## src/rtl/fc_pkg.sv

```systemverilog
// fc_pkg
// Shared definitions for the sequential fully connected neuron:
//   - fc_state_t : controller states (IDLE / ACC / OUT)
//   - acc_width  : default accumulator width for a given operand shape
//   - saturate / saturates : clamp a wide signed value into an out_w-bit
//     two's complement range and report whether clamping happened
package fc_pkg;

    typedef enum logic [1:0] {
        IDLE = 2'd0,
        ACC  = 2'd1,
        OUT  = 2'd2
    } fc_state_t;

    // Width of the working value handed to the saturation helpers.
    // Accumulators wider than this are not supported.
    localparam int SAT_W = 64;

    // Product width plus log2(N_IN) growth for the sum, plus one bit for the
    // zero-extended pixel sign and one bit of headroom for the bias.
    function automatic int acc_width(input int data_w, input int weight_w, input int n_in);
        return data_w + weight_w + $clog2(n_in) + 2;
    endfunction

    function automatic logic signed [SAT_W-1:0] saturate(input logic signed [SAT_W-1:0] s,
                                                         input int out_w);
        logic signed [SAT_W-1:0] maxv;
        logic signed [SAT_W-1:0] minv;
        maxv = (64'sd1 <<< (out_w - 1)) - 64'sd1;
        minv = -(64'sd1 <<< (out_w - 1));
        if (s > maxv) begin
            return maxv;
        end else if (s < minv) begin
            return minv;
        end
        return s;
    endfunction

    function automatic logic saturates(input logic signed [SAT_W-1:0] s,
                                       input int out_w);
        logic signed [SAT_W-1:0] maxv;
        logic signed [SAT_W-1:0] minv;
        maxv = (64'sd1 <<< (out_w - 1)) - 64'sd1;
        minv = -(64'sd1 <<< (out_w - 1));
        return (s > maxv) || (s < minv);
    endfunction

endpackage

```

## src/rtl/fc_mac_lane.sv

```systemverilog
// fc_mac_lane
// Purely combinational slice of the neuron datapath: LANES products of an
// unsigned pixel and a signed weight, summed into one ACC_W signed value.
// Ports:
//   pixels  : LANES unsigned pixels
//   weights : LANES two's complement weights
//   sum     : signed sum of the LANES products, ACC_W bits
module fc_mac_lane #(
    parameter int DATA_W   = 8,
    parameter int WEIGHT_W = 8,
    parameter int LANES    = 2,
    parameter int ACC_W    = 21
) (
    input  logic [LANES-1:0][DATA_W-1:0]   pixels,
    input  logic [LANES-1:0][WEIGHT_W-1:0] weights,
    output logic signed [ACC_W-1:0]        sum
);

    logic signed [ACC_W-1:0] prod [LANES];

    // Each pixel gets a zero sign bit so the multiply is signed x signed, and
    // both operands are widened to ACC_W first so the product cannot wrap.
    always_comb begin
        sum = '0;
        for (int l = 0; l < LANES; l++) begin
            prod[l] = ACC_W'($signed({1'b0, pixels[l]})) * ACC_W'($signed(weights[l]));
            sum     = sum + prod[l];
        end
    end

endmodule

```

## src/rtl/fc_neuron_seq.sv

```systemverilog
// fc_neuron_seq
// Multi-cycle fully connected neuron. Accepts a vector of N_IN pixels and
// weights plus a bias, accumulates LANES products per cycle over K=N_IN/LANES
// cycles, then shifts, optionally applies ReLU and saturates to OUT_W bits.
// Ports:
//   clk, rst             : clock, synchronous active-high reset
//   in_valid / in_ready  : operand handshake (pixels, weights, bias, shift, relu_en)
//   out_valid / out_ready: result handshake (result, overflow)
module fc_neuron_seq
    import fc_pkg::*;
#(
    parameter int DATA_W   = 8,
    parameter int WEIGHT_W = 8,
    parameter int N_IN     = 8,
    parameter int LANES    = 2,
    parameter int OUT_W    = 8,
    parameter int ACC_W    = acc_width(DATA_W, WEIGHT_W, N_IN)
) (
    input  logic                           clk,
    input  logic                           rst,
    input  logic                           in_valid,
    output logic                           in_ready,
    input  logic [N_IN-1:0][DATA_W-1:0]    pixels,
    input  logic [N_IN-1:0][WEIGHT_W-1:0]  weights,
    input  logic [OUT_W-1:0]               bias,
    input  logic [$clog2(ACC_W)-1:0]       shift,
    input  logic                           relu_en,
    output logic                           out_valid,
    input  logic                           out_ready,
    output logic [OUT_W-1:0]               result,
    output logic                           overflow
);

    localparam int K     = N_IN / LANES;
    localparam int CNT_W = (K > 1) ? $clog2(K) : 1;
    localparam int SH_W  = $clog2(ACC_W);

    fc_state_t                      state;
    logic [CNT_W-1:0]               cnt;
    logic signed [ACC_W-1:0]        acc;
    logic [N_IN-1:0][DATA_W-1:0]    pix_q;
    logic [N_IN-1:0][WEIGHT_W-1:0]  wt_q;
    logic [SH_W-1:0]                shift_q;
    logic                           relu_q;

    logic [LANES-1:0][DATA_W-1:0]   lane_pix;
    logic [LANES-1:0][WEIGHT_W-1:0] lane_wt;
    logic signed [ACC_W-1:0]        lane_sum;
    logic signed [ACC_W-1:0]        acc_final;
    logic signed [ACC_W-1:0]        acc_shifted;
    logic signed [ACC_W-1:0]        acc_relu;
    logic [OUT_W-1:0]               result_d;
    logic                           overflow_d;
    logic                           accept;
    logic                           last;

    // A new vector can enter while idle, or in the same cycle the current
    // result is taken, which gives back-to-back operation.
    assign in_ready = (state == IDLE) || ((state == OUT) && out_ready);
    assign accept   = in_valid && in_ready;
    assign last     = (cnt == CNT_W'(K - 1));

    // Pick the LANES operands belonging to the current accumulation step.
    always_comb begin
        lane_pix = '0;
        lane_wt  = '0;
        for (int l = 0; l < LANES; l++) begin
            lane_pix[l] = pix_q[int'(cnt) * LANES + l];
            lane_wt[l]  = wt_q[int'(cnt) * LANES + l];
        end
    end

    fc_mac_lane #(
        .DATA_W   (DATA_W),
        .WEIGHT_W (WEIGHT_W),
        .LANES    (LANES),
        .ACC_W    (ACC_W)
    ) u_mac (
        .pixels   (lane_pix),
        .weights  (lane_wt),
        .sum      (lane_sum)
    );

    // Output stage works on the value the accumulator will hold after this
    // step, so the result is registered on the same edge as the last add.
    always_comb begin
        acc_final   = acc + lane_sum;
        acc_shifted = acc_final >>> shift_q;
        acc_relu    = (relu_q && acc_shifted[ACC_W-1]) ? '0 : acc_shifted;
        result_d    = OUT_W'(saturate(SAT_W'(acc_relu), OUT_W));
        overflow_d  = saturates(SAT_W'(acc_relu), OUT_W);
    end

    // Controller and datapath registers. Operands are captured on accept so
    // the producer may change its inputs straight away; out_valid and the
    // result only move on a completed output handshake or reset.
    always_ff @(posedge clk) begin
        if (rst) begin
            state     <= IDLE;
            acc       <= '0;
            cnt       <= '0;
            out_valid <= 1'b0;
            result    <= '0;
            overflow  <= 1'b0;
        end else begin
            if (accept) begin
                pix_q   <= pixels;
                wt_q    <= weights;
                shift_q <= shift;
                relu_q  <= relu_en;
                acc     <= ACC_W'($signed(bias));
                cnt     <= '0;
            end
            case (state)
                IDLE: begin
                    if (accept) begin
                        state <= ACC;
                    end
                end
                ACC: begin
                    acc <= acc_final;
                    cnt <= cnt + 1'b1;
                    if (last) begin
                        result    <= result_d;
                        overflow  <= overflow_d;
                        out_valid <= 1'b1;
                        state     <= OUT;
                    end
                end
                OUT: begin
                    if (out_ready) begin
                        out_valid <= 1'b0;
                        state     <= accept ? ACC : IDLE;
                    end
                end
                default: begin
                    state <= IDLE;
                end
            endcase
        end
    end

endmodule

```

## config.mk

```make
export PLATFORM = sky130hd
export DESIGN_NAME = fc_neuron_seq
export DESIGN_NICKNAME = d
export VERILOG_FILES = /design/src/rtl/fc_pkg.sv /design/src/rtl/fc_mac_lane.sv /design/src/rtl/fc_neuron_seq.sv
export SDC_FILE = /design/constraint.sdc
export NUM_CORES = 1
export LEC_CHECK = 0
export ABC_AREA = 1
export ABC_CLOCK_PERIOD_IN_PS = 11370
export CAP_MARGIN = 5
export CORE_ASPECT_RATIO = 1.1
export CORE_MARGIN = 4
export CORE_UTILIZATION = 35
export CTS_CLUSTER_SIZE = 40
export DETAILED_ROUTE_END_ITERATION = 6
export PLACE_DENSITY_LB_ADDON = 0.25
export SLEW_MARGIN = 20
export SYNTH_ARGS = -nofsm -noshare
export SYNTH_HDL_FRONTEND = slang
export SYNTH_SLANG_ARGS = --single-unit
```

## constraint.sdc

```tcl
create_clock -name clk -period 11.37 [get_ports clk]
set_input_delay 2.274 -clock clk [delete_from_list [all_inputs] [get_ports clk]]
set_output_delay 2.274 -clock clk [all_outputs]
set_load 0.005 [all_outputs]
```

==> out/results.ini <==
[cells_and_area]
fillCellCount = 3789
drive_gt1_share_pct = 4.994
final_nets = 2076
syn2layout_area_growth_pct = 19.76
finalNonFillerCells = 2243

[floorplanning]
die_h_um = 214.3
rows = 75
fp.dieW_um = 195.5
core_area_um2 = 38190
start_util_pct = 35.45
dieArea_um2 = 41890
io_pins = 157

[critical_path]
critPathLaunch = cnt[1]$_SDFFE_PP0P_
crit_slowest_cell = fa_1
r2r_start = cnt[1]$_SDFFE_PP0P_
crit_type = register to register
rr_worst_depth = 47
cp.arrival_ns = 9.74
crit_path_start_kind = register
cp_max_fo = 38
r2r_end = result[2]$_SDFFE_PP0P_
end_kind = register
cpMostUsedCell = nand2_1
worstPathRequired_ns = 11.72
rrSetupSlack_ns = 1.98
slowest_delay_ns = 0.57

[timing]
final-hold-violation-count = 0
layout_setup_ws_ns = 1.981
setup_viol = 0
finalSetupTns_ns = 0
post-route-min-period_ns = 9.389
tightest_slew_ns = 1.010
fmax_mhz = 106.5
final_max_slew_viol_count = 0
maxSlewHeadroom_pct = 32.64
rsz0062_at_grt = false
fin_crit_sh_pct = 82.58
finalClockSkew_ns = 0.01490

[synthesis]
ys_types = 44
synth_xor_area_share_pct = 1.876
syn_avg_cell_area_um2 = 8.514
yosys_warnings = 0
synth_top_area_share_pct = 29.72
yosysMostFrequentCell = nand2_1
yosys-top-cells-count = 373 x nand2_1, 271 x inv_1, 134 x edfxtp_1
synth_edf_count = 134
syn_nets = 1937
syn_inst = 1590
synthAdderAreaFrac_pct = 23.84
synth_flop_cell = edfxtp_1
synth_area_um2 = 13540
synth_top_family_by_area = adder cells
synthArstFlopShare_pct = 0
synth.area.top_cells = edfxtp_1 30%, fa_1 14%, nand2_1 10%
synth_seq_cells = 169
yosys.area_share.simple_pct = 20.46
synth_top_area_cell = edfxtp_1
ys_seq_area_share_pct = 34.90
synthMuxAreaShare_pct = 0
synth_compound_gate_area_share_pct = 9.898

[grt]
grt_pass1_vias = 11240
overflow = 0
antenna_found_initial = 1
grt_start_max_net_pins = 83
grt_pass1_wl_um = 57330
grt_use_total_pct = 16.93

[worst_hold_path]
hold_path_class = register to register
hold-path-endpoint = out_valid$_SDFFE_PP0P_
hold_depth = 2
hp-start = out_valid$_SDFFE_PP0P_

[route]
drc = 0
drtIter0Drc = 609
vias = 10910
drt-pass1-iter-count = 5
wl_um = 34850
antenna_left = 0
viasPerCell = 4.863
drt-wirelength-per-cell_um = 15.54

[clock_tree]
cts-root-buf = clkbuf_16
cts_hold_buf = 0
cts_made_buffers = 17
cts_resized = 0
clk_path_buf_depth = 2
cts.sink_count = 169
worstSkewPairLatency_ns = 0.47
postCtsSetupBuffers = 0
clkTransAtPathRegs_ns = 0.08
cts_tree = done
htreeDepth = 4

[placed_design]
routabilityCongestion = 0.9541
hpwl_um = 27840
port-buffer-count = 156
dp.cells = 2210
dp_slack_ns = 1.956

[run]
timing.max_cap.violations = 0

[status]
status = completed

==> cell type report <==
type                            count  area (um2)  area share (%)
Antenna cell                        1       2.502         0.01543
Clock buffer                       17       425.4           2.624
Clock inverter                     15       170.2           1.050
Inverter                          280        1057           6.521
Multi-Input combinational cell   1099        7600           46.87
Sequential cell                   169        4726           29.15
Tap cell                          500       625.6           3.859
Timing Repair Buffer              162        1607           9.909
==> layout by cell type (no fill, tap or decap), types with 34 or more instances in the layout <==
master,count
nand2_1,373
inv_1,271
clkdlybuf4s50_1,156
edfxtp_1,134
nor2_1,131
ha_1,106
a21oi_1,99
fa_1,95
nand3_1,91
o21ai_0,42
dfxtp_1,34
==> cells by family (layout without fill, tap and decap cells) <==
family,after synthesis,count (layout)
compound gates,222,222
xor+xnor,29,29
fa+ha+maj,201,201
buf+inv,322,474
flops,169,169
other cells,0,1
simple gates,647,647
==> worst max-delay path: cells and delay by family, from the launching register on <==
family	cells	cell delay [ns]
compound gates	16	2.78
flops	1	0.34
simple gates	16	1.50
fa+ha+maj	7	2.89
buf+inv	7	1.42
xor+xnor	1	0.29
==> worst max-delay path by stage <==
stage | cells after the start | slack [ns] | to
after CTS | 46 | 1.90 | result[2]$_SDFFE_PP0P_
after global routing | 50 | 0.99 | result[2]$_SDFFE_PP0P_
after floorplan | 4 | 2.37 | pix_q[0]$_DFFE_PP_
final | 47 | 1.98 | result[2]$_SDFFE_PP0P_
after detailed placement | 46 | 1.96 | result[2]$_SDFFE_PP0P_
after global placement | 46 | 2.02 | result[2]$_SDFFE_PP0P_
==> sequential cells by signal, indices dropped and copies added (netlist names) <==
signal     count
acc           21
cnt            2
out_valid      1
overflow       1
pix_q         64
relu_q         1
result         8
shift_q        5
state          2
wt_q          64
==> per-stage QoR <==
stage	cell area (um2)	util (%)	hold slack (ns)
after global routing	16210	42.45	0.4928
after detailed placement	15610	40.88	0.4694
final	16210	42.45	0.4837
after floorplan	13540	-	0.4531
after global placement	15610	40.88	0.4613
after CTS	16210	42.44	0.4842
==> routing by layer <==
metal | vias up | wire [um] | global-route usage (%)
met5 | - | 0 | 0
met4 | 0 | 748 | 5.866
met3 | 38 | 1441 | 2.750
met2 | 236 | 16870 | 28.74
met1 | 5162 | 15790 | 21.95
li1 | 5471 | - | -
Power is left out: the tool's default activity adds up to more than one toggle a clock period on the data nets, which glitch-free logic cannot reach.
